**src/rtl/in_cpld_pkg.sv**
```systemverilog
// Shared types and defaults for the input-concentrator CPLD reader.
// Frame width, frame type and the SPI read FSM state encoding.
package in_cpld_pkg;

    localparam int IN_FRAME_BITS = 75;
    localparam int IN_CLK_DIV    = 8;
    localparam int IN_CS_SETUP   = 5;
    localparam int IN_CS_HOLD    = 5;
    localparam int IN_POLL_GAP   = 500;

    typedef logic [0:IN_FRAME_BITS-1] in_frame_t;

    typedef enum logic [2:0] {
        IDLE,
        SETUP,
        SHIFT,
        HOLD,
        GAP
    } spi_rd_state_t;

    function automatic int max_i(input int a, input int b);
        return (a > b) ? a : b;
    endfunction

endpackage

```
**src/rtl/in_cpld_spi_reader_sync2.sv**
```systemverilog
// Two-flop synchroniser for a single asynchronous input.
// Both stages clear to 0 on reset.
module sync2 (
    input  logic clk,
    input  logic rst_n,
    input  logic d_i,
    output logic q_o
);

    logic meta_q;
    logic sync_q;

    // Resample the async input twice to settle metastability
    always_ff @(posedge clk or negedge rst_n) begin
        if (!rst_n) begin
            meta_q <= 1'b0;
            sync_q <= 1'b0;
        end else begin
            meta_q <= d_i;
            sync_q <= meta_q;
        end
    end

    assign q_o = sync_q;

endmodule

```
**src/rtl/in_cpld_spi_reader.sv**
```systemverilog
// SPI master polling the input CPLD for its interlock frame.
// A frame is published as stable only after two identical reads.
module in_cpld_spi_reader
    import in_cpld_pkg::*;
#(
    parameter int FRAME_BITS = IN_FRAME_BITS,
    parameter int CLK_DIV    = IN_CLK_DIV,
    parameter int CS_SETUP   = IN_CS_SETUP,
    parameter int CS_HOLD    = IN_CS_HOLD,
    parameter int POLL_GAP   = IN_POLL_GAP
) (
    input  logic                  pclk_50M,
    input  logic                  rst_n,
    input  logic                  poll_en,
    output logic                  spi_cs,
    output logic                  spi_clk,
    input  logic                  miso,
    output logic                  busy,
    output logic [0:FRAME_BITS-1] frame_raw,
    output logic                  raw_valid,
    output logic [0:FRAME_BITS-1] frame_stable,
    output logic                  stable_valid,
    output logic                  stable_ok
);

    localparam int CNT_MAX = max_i(
        max_i(POLL_GAP, 2 * CLK_DIV),
        max_i(CS_SETUP, CS_HOLD));
    localparam int CNT_W = $clog2(CNT_MAX);
    localparam int BIT_W = $clog2(FRAME_BITS);

    localparam logic [CNT_W-1:0] HALF_LD  = CNT_W'(CLK_DIV - 1);
    localparam logic [CNT_W-1:0] SETUP_LD = CNT_W'(CS_SETUP - 1);
    localparam logic [CNT_W-1:0] HOLD_LD  = CNT_W'(CS_HOLD - 1);
    localparam logic [CNT_W-1:0] GAP_LD   = CNT_W'(POLL_GAP - 1);
    localparam logic [BIT_W-1:0] BIT_LAST = BIT_W'(FRAME_BITS - 1);

    spi_rd_state_t state_q, state_d;

    logic [CNT_W-1:0]      cnt_q, cnt_d;
    logic [BIT_W-1:0]      bit_q, bit_d;
    logic                  clk_q, clk_d;
    logic                  cs_q, cs_d;
    logic [0:FRAME_BITS-1] shift_q, shift_d;
    logic [0:FRAME_BITS-1] raw_q, raw_d;
    logic                  rawv_q, rawv_d;
    logic                  prev_q, prev_d;
    logic                  match_q, match_d;
    logic [0:FRAME_BITS-1] stab_q, stab_d;
    logic                  stabv_q, stabv_d;
    logic                  ok_q, ok_d;
    logic                  miso_s;

    sync2 u_sync (
        .clk   (pclk_50M),
        .rst_n (rst_n),
        .d_i   (miso),
        .q_o   (miso_s)
    );

    // Next-state: bus sequencing, bit capture and debounce
    always_comb begin
        state_d = state_q;
        cnt_d   = cnt_q;
        bit_d   = bit_q;
        clk_d   = clk_q;
        shift_d = shift_q;
        raw_d   = raw_q;
        rawv_d  = 1'b0;
        prev_d  = prev_q;
        match_d = 1'b0;
        stab_d  = stab_q;
        stabv_d = 1'b0;
        ok_d    = ok_q;

        // Publish one cycle after a raw frame that matched its predecessor
        if (rawv_q && match_q) begin
            stab_d  = raw_q;
            stabv_d = 1'b1;
            ok_d    = 1'b1;
        end

        unique case (state_q)
            IDLE: begin
                if (poll_en) begin
                    state_d = SETUP;
                    cnt_d   = SETUP_LD;
                end
            end
            SETUP: begin
                if (cnt_q == '0) begin
                    state_d = SHIFT;
                    cnt_d   = HALF_LD;
                    bit_d   = '0;
                    clk_d   = 1'b0;
                end else begin
                    cnt_d = cnt_q - 1'b1;
                end
            end
            SHIFT: begin
                if (cnt_q != '0) begin
                    cnt_d = cnt_q - 1'b1;
                end else if (!clk_q) begin
                    clk_d = 1'b1;
                    cnt_d = HALF_LD;
                end else begin
                    // Last high cycle: capture, then drop spi_clk
                    clk_d          = 1'b0;
                    shift_d[bit_q] = miso_s;
                    if (bit_q == BIT_LAST) begin
                        state_d = HOLD;
                        cnt_d   = HOLD_LD;
                    end else begin
                        bit_d = bit_q + 1'b1;
                        cnt_d = HALF_LD;
                    end
                end
            end
            HOLD: begin
                if (cnt_q == '0) begin
                    state_d = GAP;
                    cnt_d   = GAP_LD;
                    raw_d   = shift_q;
                    rawv_d  = 1'b1;
                    prev_d  = 1'b1;
                    match_d = prev_q && (shift_q == raw_q);
                end else begin
                    cnt_d = cnt_q - 1'b1;
                end
            end
            GAP: begin
                if (cnt_q == '0) begin
                    if (poll_en) begin
                        state_d = SETUP;
                        cnt_d   = SETUP_LD;
                    end else begin
                        state_d = IDLE;
                    end
                end else begin
                    cnt_d = cnt_q - 1'b1;
                end
            end
            default: begin
                state_d = IDLE;
                clk_d   = 1'b0;
            end
        endcase

        cs_d = !((state_d == SETUP) ||
                 (state_d == SHIFT) ||
                 (state_d == HOLD));
    end

    // State and output registers; reset abandons any frame
    always_ff @(posedge pclk_50M or negedge rst_n) begin
        if (!rst_n) begin
            state_q <= IDLE;
            cnt_q   <= '0;
            bit_q   <= '0;
            clk_q   <= 1'b0;
            cs_q    <= 1'b1;
            shift_q <= '0;
            raw_q   <= '0;
            rawv_q  <= 1'b0;
            prev_q  <= 1'b0;
            match_q <= 1'b0;
            stab_q  <= '0;
            stabv_q <= 1'b0;
            ok_q    <= 1'b0;
        end else begin
            state_q <= state_d;
            cnt_q   <= cnt_d;
            bit_q   <= bit_d;
            clk_q   <= clk_d;
            cs_q    <= cs_d;
            shift_q <= shift_d;
            raw_q   <= raw_d;
            rawv_q  <= rawv_d;
            prev_q  <= prev_d;
            match_q <= match_d;
            stab_q  <= stab_d;
            stabv_q <= stabv_d;
            ok_q    <= ok_d;
        end
    end

    assign spi_cs       = cs_q;
    assign spi_clk      = clk_q;
    assign busy         = ~cs_q;
    assign frame_raw    = raw_q;
    assign raw_valid    = rawv_q;
    assign frame_stable = stab_q;
    assign stable_valid = stabv_q;
    assign stable_ok    = ok_q;

endmodule

```
**config.mk**
```make
export PLATFORM = sky130hd
export DESIGN_NAME = in_cpld_spi_reader
export DESIGN_NICKNAME = d
export VERILOG_FILES = /design/src/rtl/in_cpld_pkg.sv /design/src/rtl/in_cpld_spi_reader_sync2.sv /design/src/rtl/in_cpld_spi_reader.sv
export SDC_FILE = /design/constraint.sdc
export NUM_CORES = 1
export LEC_CHECK = 0
export BUFFER_PORTS_ARGS = -buffer_cell sky130_fd_sc_hd__buf_4
export CAP_MARGIN = 20
export CORE_MARGIN = 5
export CORE_UTILIZATION = 57
export DETAILED_ROUTE_END_ITERATION = 16
export HOLD_SLACK_MARGIN = 0.05
export PLACE_DENSITY = 0.83
export SETUP_SLACK_MARGIN = 0.02
export SYNTH_ARGS = -nofsm -noshare
export SYNTH_HDL_FRONTEND = slang
export SYNTH_SLANG_ARGS = --single-unit
export TNS_END_PERCENT = 5
```
**constraint.sdc**
```tcl
create_clock -name pclk_50M -period 3.1 [get_ports pclk_50M]
set_clock_uncertainty 0.05 [all_clocks]
set_input_delay 0.465 -clock pclk_50M [delete_from_list [all_inputs] [get_ports pclk_50M]]
set_output_delay 0.465 -clock pclk_50M [all_outputs]
set_load 0.01 [all_outputs]
```
Yosys cells after proc, flatten, opt, wreduce, memory -nomap -nowiden
Index checks and enable logic that the tools add are counted.

Register bits: 253. Input bits: 4. Logic and storage cells: 86.

$add $sub $neg: 2. Order comparisons: 2. Eq/ne operators: 13. Muxes and demuxes: 34. Bitwise gates (word level): 4. Reduce and logical (&&, ||, !) cells: 16.

Operators with widths (number): 75-bit bitwise mux (1); 75-bit == test (1); 9-bit 2-to-1 mux (5); 9-bit case mux with 5 select lines (1); 7-bit 2-to-1 mux (4); 3-bit 2-to-1 mux (7); 3-bit case mux with 5 select lines (1); 7-bit case mux with 2 select lines (1); 3-bit by 2-bit == test with 1-bit output (second input constant) (4); 1-bit 2-to-1 mux (10); 9-bit logical NOT (1); 9-bit nonzero test (1); 9-bit by 1-bit subtractor with 9-bit output (second input constant) (1); 8-bit greater-or-equal comparator (second input constant) (1); 8-bit by 1-bit less-than comparator with 1-bit output (second input constant) (1); 2-bit inequality test (second input constant) (4); 7-bit NOT with 8-bit output (1); 7-bit by 1-bit adder with 7-bit output (second input constant) (1); 1-bit demux with 7-bit select (1); 7-bit == test (second input constant) (1); 3-bit by 1-bit == test with 1-bit output (second input constant) (2); 3-bit AND reduction (2); 5-bit AND reduction (1); 5-bit nonzero test (1); other kinds (11) (17).

Logic depth before layout (Yosys ltp)
Gate-level depths: netlist (run 1).

Word-level depth: 9. Mapped depth: 11.

By module
A second synthesis (run 1) with hierarchy kept.

Cells, all modules: 1079. Area, all modules: 11312.1 um2.

By module, submodules not included: in_cpld_spi_reader (instances 1, cells each 1077, area an instance 11262.1 um2); sync2 (instances 1, cells each 2, area an instance 50.0 um2).

Worst setup path after synthesis (run 1)
No wires, ideal clock.

Path kind: register to register. From: register cnt_q[2]. To: register raw_q (netlist bit frame_raw[12]). Library setup time: 0.117 ns. Arrival time: 2.482 ns. Required time: 2.933 ns. Slack: 0.451 ns. Cell stages (with the launch flop): 11. Period minus slack after synthesis: 2.649 ns. Cell sequence: dfrtp_1 buf_6 or4_4 or4_1 buf_2 or3_1 buf_2 buf_6 buf_6 nand2_1 nand2_1.

Cells in the longest elaborated chain, start to end: 2.

Ends and longest elaborated chain: from (decl) (RTL line in_cpld_spi_reader.sv:40) `logic [CNT_W-1:0] cnt_q, cnt_d;`; from (signal assigned) (RTL line in_cpld_spi_reader.sv:172) `cnt_q <= cnt_d;`; 9-bit logical NOT (RTL line in_cpld_spi_reader.sv:120) `if (cnt_q == '0) begin`; 2-bit AND reduction (no line); to (signal assigned) (RTL line in_cpld_spi_reader.sv:177) `raw_q <= raw_d;`; to (decl) (RTL line in_cpld_spi_reader.sv:45) `logic [0:FRAME_BITS-1] raw_q, raw_d;`.

No other way between the ends. A chain may end at the register's enable or synchronous reset.

Worst setup path in the final report (run 1)
From: register cnt_q[2]. To: register shift_q[41] in the netlist's numbering.

Cells in the longest elaborated chain, start to end: 3.

Ends and longest elaborated chain: 9-bit nonzero test (RTL line in_cpld_spi_reader.sv:101) `if (cnt_q != '0) begin`; 1-bit NOT (no line); 3-bit AND reduction (no line); to (signal assigned) (RTL line in_cpld_spi_reader.sv:176) `shift_q <= shift_d;`; to (decl) (RTL line in_cpld_spi_reader.sv:44) `logic [0:FRAME_BITS-1] shift_q, shift_d;`.

No other way between the ends.

==> reports/results.txt, run 1 <==
Status -> finished clean
Root Buffer -> clkbuf_16
Setup-failing EPs final -> 0
Register area share after synthesis -> 55.98%
Mapped Cells -> 1079
Synth Area per Inst -> 10.48 µm²
TNS Setup -> 0 ns
Slew Limit Fails -> 0
P_leak -> 7.244 nW
Crit. End Element -> register
Share of layout cells above drive strength 1 -> 30.36%
Routing usage on met1 -> 34.79%
Std cell rows -> 51
Clock-pin transition on the worst setup and hold timing paths -> 0.06 ns
Shortest period the worst path allows -> 2.828 ns
Max cap viols -> 0
Post-route setup slack -> 0.2723 ns
Worst hold stages -> 2
Post-route clock period utilization -> 91.22%
Vias after detailed routing -> 8755
Post-DP Area -> 0.01293 mm²
Fmax -> 353.6 MHz
Die H -> 150.9 µm
CTS tree -> yes
Global-route met2 utilization -> 43.22%
CP max FO -> 10
Initial DRT Pass Iterations -> 5
#FFs+latches synth -> 253
Number of remaining DRC errors -> 0
Final net count -> 1257
Overall Power -> 7.353 mW
Hold endpoint -> spi_cs
Die Wd -> 150.9 µm
Synthesized area -> 0.01131 mm²
Most frequent cells in the layout -> nand2_1 (294), dfrtp_1 (251), buf_4 (186)
First-pass GRT wire length -> 47630 µm
Synth Warn # -> 0
Post-CTS Setup Bufs -> 0
RSZ-0062 raised after global routing -> false
R2r worst-path depth -> 8
CTS Buf Count -> 26
Flop2flop setup slack -> 0.27 ns
Placed cells -> 1484
Core ar. -> 0.01953 mm²
Min Hold Slack -> 0.2039 ns
Area leader, netlist -> dfrtp_1
Slew headroom -> 30.04%
Hold Path Class -> input pin to register
Yosys top cell area share -> 55.75%
Largest net degree at the start of global routing -> 73
Reg2reg start -> cnt_q[2]
Met3 Use GR -> 3.890%
Area Growth Syn to Fin -> 22.55%
Avg WL per Cell -> 19.25 µm
Clock latency on the worst-skew pair -> 0.52 ns
Die area -> 0.02276 mm²
Power Density -> 530.4 mW/mm²
Commonest non-fill, non-tap cell in the layout -> nand2_1
Post-CTS sizing -> 0
Finished Core Util -> 71.00%
Peak supply drop -> 0.4378 mV
Critical path arrival -> 3.18 ns
Gr busiest metal -> met2
Hold Path Origin -> poll_en
WL final -> 29520 µm
Post-DP HPWL -> 19820 µm
Clock Sinks -> 253
Required time of the critical path -> 3.45 ns
GR Overflow Total -> 0
Post-place setup slack -> 0.2974 ns
PortBufs -> 159
Distinct cells, synth -> 52
RR Endpoint -> shift_q[41]
Number of global-route vias before repair -> 8928
Initial DRC Count -> 685
Diode count -> 0
Gpl congestion -> 0.9164
IO Pins -> 160
Total global-route track usage -> 26.26%
Cts hold-fix bufs -> 2
Post-route cell area -> 0.01386 mm²
Initial Util -> 57.93%
Worst setup SP type -> register
Max Buffers Root-to-Sink -> 3
Worst Path Class, Setup -> register to register
Number of routed nets with antenna violations -> 0
H-Tree Depth -> 1
Non-filler cells in the finished layout -> 1533
Via-to-Cell Ratio -> 5.711
Final hold violations -> 0
Dominant cells by area after synthesis -> dfrtp_1 (56%), mux2_2 (13%), nand2_1 (9.8%), xor2_1 (3.5%), o21ai_0 (2.2%)
Worst-margin pin slew -> 1.041 ns
Initial antenna violation count -> 0
Post-Syn Nets -> 1087
routing by layer:
layer  wire, µm  vias up
li1           -     3985
met3       2062       95
met4       1436        0
met5          0        -
met2      14190      378
met1      11820     4297
cells in the mapped netlist (all sizes together):
library cell and count:
nand2 295, dfrtp 252, mux2 131, o21ai 60
inv 52, xor2 45, clkbuf 36, nor2 32
nor3 20, buf 16, nor4 16, o22ai 16
a21oi 14, a221oi 14, nand4 12, xnor2 11
nand2b 9, nand3 7, a31oi 5, ha 4
or3 3, or4 3, a311oi 2, a32oi 2
mux2i 2, o211a 2, a2111oi 1, a211oi 1
a21o 1, a2bb2oi 1, clkinv 1, dfstp 1
nand4b 1, nor2b 1, nor3b 1, nor4b 1
nor4bb 1, o221ai 1, o22a 1, o311ai 1
o31ai 1, o32a 1, o41ai 1, or2 1
final cells by class:
| type | count | area, µm² |
|---|---|---|
| Tap cell | 265 | 331.6 |
| Clock buffer | 36 | 769.5 |
| Fill cell | 1398 | 5663 |
| Timing Repair Buffer | 194 | 1531 |
| Sequential cell | 253 | 6334 |
| Inverter | 53 | 198.9 |
| Multi-Input combinational cell | 721 | 4559 |
| Clock inverter | 11 | 138.9 |
logic make-up (layout without fill, tap and decap cells):
family                     after synthesis  in the layout  synth area share, %
DFF                                    253            253                55.98
and+or+nand+nor                        403            403                15.42
xor gates and xnor gates                56             56                4.336
buffers and inverters                  105            294                3.849
AOI/OAI and AO/OA                      125            125                6.758
muxes                                  133            133                13.22
adders and majority gates                4              4               0.4424
report_power, final:
part           internal, mW  total (mW)  switching [mW]  leakage, nW
sequential             3.38        3.49           0.116         3.50
combinational         0.217       0.598           0.380         3.29
clock                  1.98        3.26            1.28        0.446
critical path: stages (launching register included):
cell and delay, ns:
dfrtp_1 0.45, or4_4 0.58, nor4_1 0.33, buf_4 0.19
nand4_1 0.25, nor3_4 0.20, buf_4 0.25, nand2_1 0.11
mux2_2 0.31
how the worst max path moves through the flow:
stage / from / to / slack, ns / depth (start not counted)
floorplan: cnt_q[2] / frame_raw[12] / 0.45 / 10
global placement: cnt_q[2] / frame_raw[6] / 0.37 / 6
detailed placement: cnt_q[2] / frame_raw[51] / 0.30 / 6
CTS: cnt_q[2] / frame_raw[51] / 0.29 / 6
global route: cnt_q[2] / cnt_q[1] / 0.13 / 6
finish: cnt_q[2] / shift_q[41] / 0.27 / 8
flip-flops by register name (all words and copies together) (netlist names), 3 cells and up:
| register | cells |
|---|---|
| cnt_q | 9 |
| shift_q | 75 |
| state_q | 3 |
| frame_raw | 75 |
| bit_q | 7 |
| frame_stable | 75 |
Power figures use the tool's default switching activity.
==> run 2: changes to the inputs <==
- ABC_AREA: default -> 1
- BUFFER_PORTS_ARGS: -buffer_cell sky130_fd_sc_hd__buf_4 -> -buffer_cell sky130_fd_sc_hd__buf_2
- CORE_UTILIZATION: 57 -> 58
- PLACE_DENSITY: 0.83 -> 0.84
==> run 2 against run 1 <==
Synthesized cell count increased by 28%. Fmax increased by 16%. Critical endpoint is now frame_raw[40]. Cell count increased by 19%. Die area increased by 1.3%. Non-clock buffer count decreased by 21. Count of clock-buffer cells in the layout increased by 1. Area after synthesis increased by 3.2%. Critical path type unchanged. Wire length increased by 7.6%. Utilization decreased by 1.2 points. Clock power increased by 3%.
==> reports/results.txt, run 2 <==
Status -> finished clean
Number of global-route vias before repair -> 9884 (+11%)
Root Buffer -> clkbuf_16
Flop2flop setup slack -> 0.66 ns (+0.39 ns)
Final net count -> 1548 (+23%)
Synthesized area -> 0.01167 mm² (+3.2%)
Core ar. -> 0.01965 mm² (+0.65%)
Shortest period the worst path allows -> 2.440 ns (-0.3879 ns)
Hold Path Origin -> poll_en
Share of layout cells above drive strength 1 -> 21.20% (-9.2 points)
Max Buffers Root-to-Sink -> 3 (unchanged)
Slew headroom -> 48.05% (+18 points)
Clock-pin transition on the worst setup and hold timing paths -> 0.06 ns (about the same)
Reg2reg start -> cnt_q[1]
R2r worst-path depth -> 9 (+1)
RSZ-0062 raised after global routing -> false
RR Endpoint -> frame_raw[40]
Post-Syn Nets -> 1388 (+28%)
Initial Util -> 59.37% (+1.4 points)
Distinct cells, synth -> 38 (-27%)
Cts hold-fix bufs -> 2 (unchanged)
Total global-route track usage -> 27.36% (+1.1 points)
Synth cell count leaders -> nand2_1 (327), dfrtp_1 (252), o21ai_0 (176), inv_1 (157), nor2_1 (128)
Post-synth EDFFs -> 0 (unchanged)
Clock latency on the worst-skew pair -> 0.55 ns (+0.03 ns)
Gpl congestion -> 0.9570 (+4.4%)
First-pass GRT wire length -> 52030 µm (+9.2%)
CP startpoint -> cnt_q[1]
Critical path arrival -> 2.83 ns (-0.35 ns)
Finished Core Util -> 69.78% (-1.2 points)
PortBufs -> 159 (unchanged)
Die Wd -> 151.8 µm (+0.64%)
Area leader, netlist -> dfrtp_1
Power Density -> 493.0 mW/mm² (-7.0%)
Synth Area per Inst -> 8.456 µm² (-19%)
Die H -> 151.8 µm (+0.64%)
Dominant cells by area after synthesis -> dfrtp_1 (54%), nand2_1 (11%), o21ai_0 (7.5%), inv_1 (5.1%), nor2_1 (4.1%)
Worst Path Class, Setup -> register to register
Post-route clock period utilization -> 78.70% (-13 points)
WL final -> 31760 µm (+7.6%)
Avg WL per Cell -> 17.39 µm (-9.7%)
Worst-margin pin slew -> 0.7793 ns (-0.2614 ns)
Initial DRT Pass Iterations -> 6 (+1)
Std cell rows -> 51 (unchanged)
Setup-failing EPs final -> 0 (unchanged)
Worst setup SP type -> register
IO Pins -> 160 (unchanged)
Largest net degree at the start of global routing -> 100 (+37%)
Fmax -> 409.9 MHz (+16%)
Required time of the critical path -> 3.49 ns (+0.04 ns)
Number of routed nets with antenna violations -> 0 (unchanged)
GR Overflow Total -> 0 (unchanged)
CTS tree -> yes
Mapped Cells -> 1380 (+28%)
Vias after detailed routing -> 9963 (+14%)
TNS Setup -> 0 ns (unchanged)
Slew Limit Fails -> 0 (unchanged)
Initial DRC Count -> 842 (+23%)
Initial antenna violation count -> 0 (unchanged)
Register area share after synthesis -> 54.27% (-1.7 points)
Most frequent cells in the layout -> nand2_1 (326), dfrtp_1 (252), o21ai_0 (176)
CP Capture Point -> frame_raw[40]
Post-CTS sizing -> 0 (unchanged)
Post-CTS Setup Bufs -> 0 (unchanged)
Max cap viols -> 0 (unchanged)
Area Growth Syn to Fin -> 17.53%
Number of remaining DRC errors -> 0 (unchanged)
#FFs+latches synth -> 253 (unchanged)
Yosys top cell area share -> 54.04% (-1.7 points)
Synth Warn # -> 0 (unchanged)
Crit. End Element -> register
Commonest non-fill, non-tap cell in the layout -> nand2_1
Clock Sinks -> 253 (unchanged)
Synth async-reset ratio -> 100.0% (unchanged)
P_leak -> 6.583 nW (-9.1%)
CTS Buf Count -> 27 (+3.8%)
Peak supply drop -> 0.4339 mV (-0.89%)
Post-DP HPWL -> 22750 µm (+15%)
CP max FO -> 43 (+33)
Final hold violations -> 0 (unchanged)
Hold Path Class -> input pin to register
Synth Flop Type -> dfrtp_1
Diode count -> 0 (unchanged)
Die area -> 0.02306 mm² (+1.3%)
H-Tree Depth -> 1 (unchanged)
Filler Cell Count -> 1534 (+9.7%)
Most frequent cell after synthesis -> nand2_1
Via-to-Cell Ratio -> 5.456 (-4.5%)
==> run 2: per-stage QoR <==
step | area, µm² | cells | power [mW] | hold slack (ns) | worst slack [ns]
global placement | 12750 | 1774 | 3.464 | 0.2855 | 0.8131
detailed placement | 12750 | 1774 | 3.465 | 0.3090 | 0.7199
CTS | 13710 | 1826 | 6.809 | 0.2626 | 0.6991
finish | 13710 | 1826 | 6.761 | 0.2809 | 0.6602
global route | 13710 | 1826 | 6.976 | 0.3216 | 0.4459
floorplan | 11670 | 1380 | 3.380 | 0.1194 | 1.366
==> run 2: worst min path at each step <==
stage,endpoint,cells after the start
2_1_floorplan,bit_q[0],0
3_3_place_gp,u_sync.q_o,0
3_5_place_dp,u_sync.q_o,0
4_1_cts,cnt_q[7],4
5_1_grt,cnt_q[7],4
6_report,cnt_q[7],4
==> run 2: per-layer routing <==
layer / GRT usage, % / wire length, µm / vias up
met2: 45.15 / 15180 / 417
met3: 5.680 / 2404 / 102
met4: 10.53 / 1455 / 0
li1: - / - / 4731
met5: 0 / 0 / -
met1: 35.85 / 12730 / 4713
==> run 2: area by class of cell <==
cell class | instances | area (µm²) | area share [%]
repair buffers | 173 | 953.4 | 6.952
multi-input cells | 919 | 4514 | 32.92
flip-flops and latches | 253 | 6332 | 46.17
well taps | 265 | 331.6 | 2.418
clock inverters | 13 | 172.7 | 1.259
inverters | 166 | 636.9 | 4.644
clock buffers | 37 | 773.2 | 5.638
==> run 2: cells by family after synthesis <==
kind of cell / count (synthesis) / share of synthesized area (%)
compound gates: 280 / 12.49
fa+ha+maj: 4 / 0.4289
xor+xnor: 10 / 0.7506
flops: 253 / 54.27
buf+inv: 208 / 7.109
simple gates: 625 / 24.95
==> run 2: worst max-delay path, stage by stage (launching register included) <==
cell and delay (ns):
dfrtp_1 0.41, inv_1 0.11, ha_1 0.26, nand2_1 0.09, nor2_2 0.15, nand2_4 0.13, nor2_8 0.47, buf_4 0.39
nand2_1 0.11, o21ai_0 0.14
==> run 2: power by group <==
part / switching (mW) / internal, mW / leakage, nW / total, mW
registers: 0.000572 / 3.30 / 3.49 / 3.30
clock network: 1.35 / 2.01 / 0.467 / 3.36
logic: 0.0835 / 0.0156 / 2.62 / 0.0992
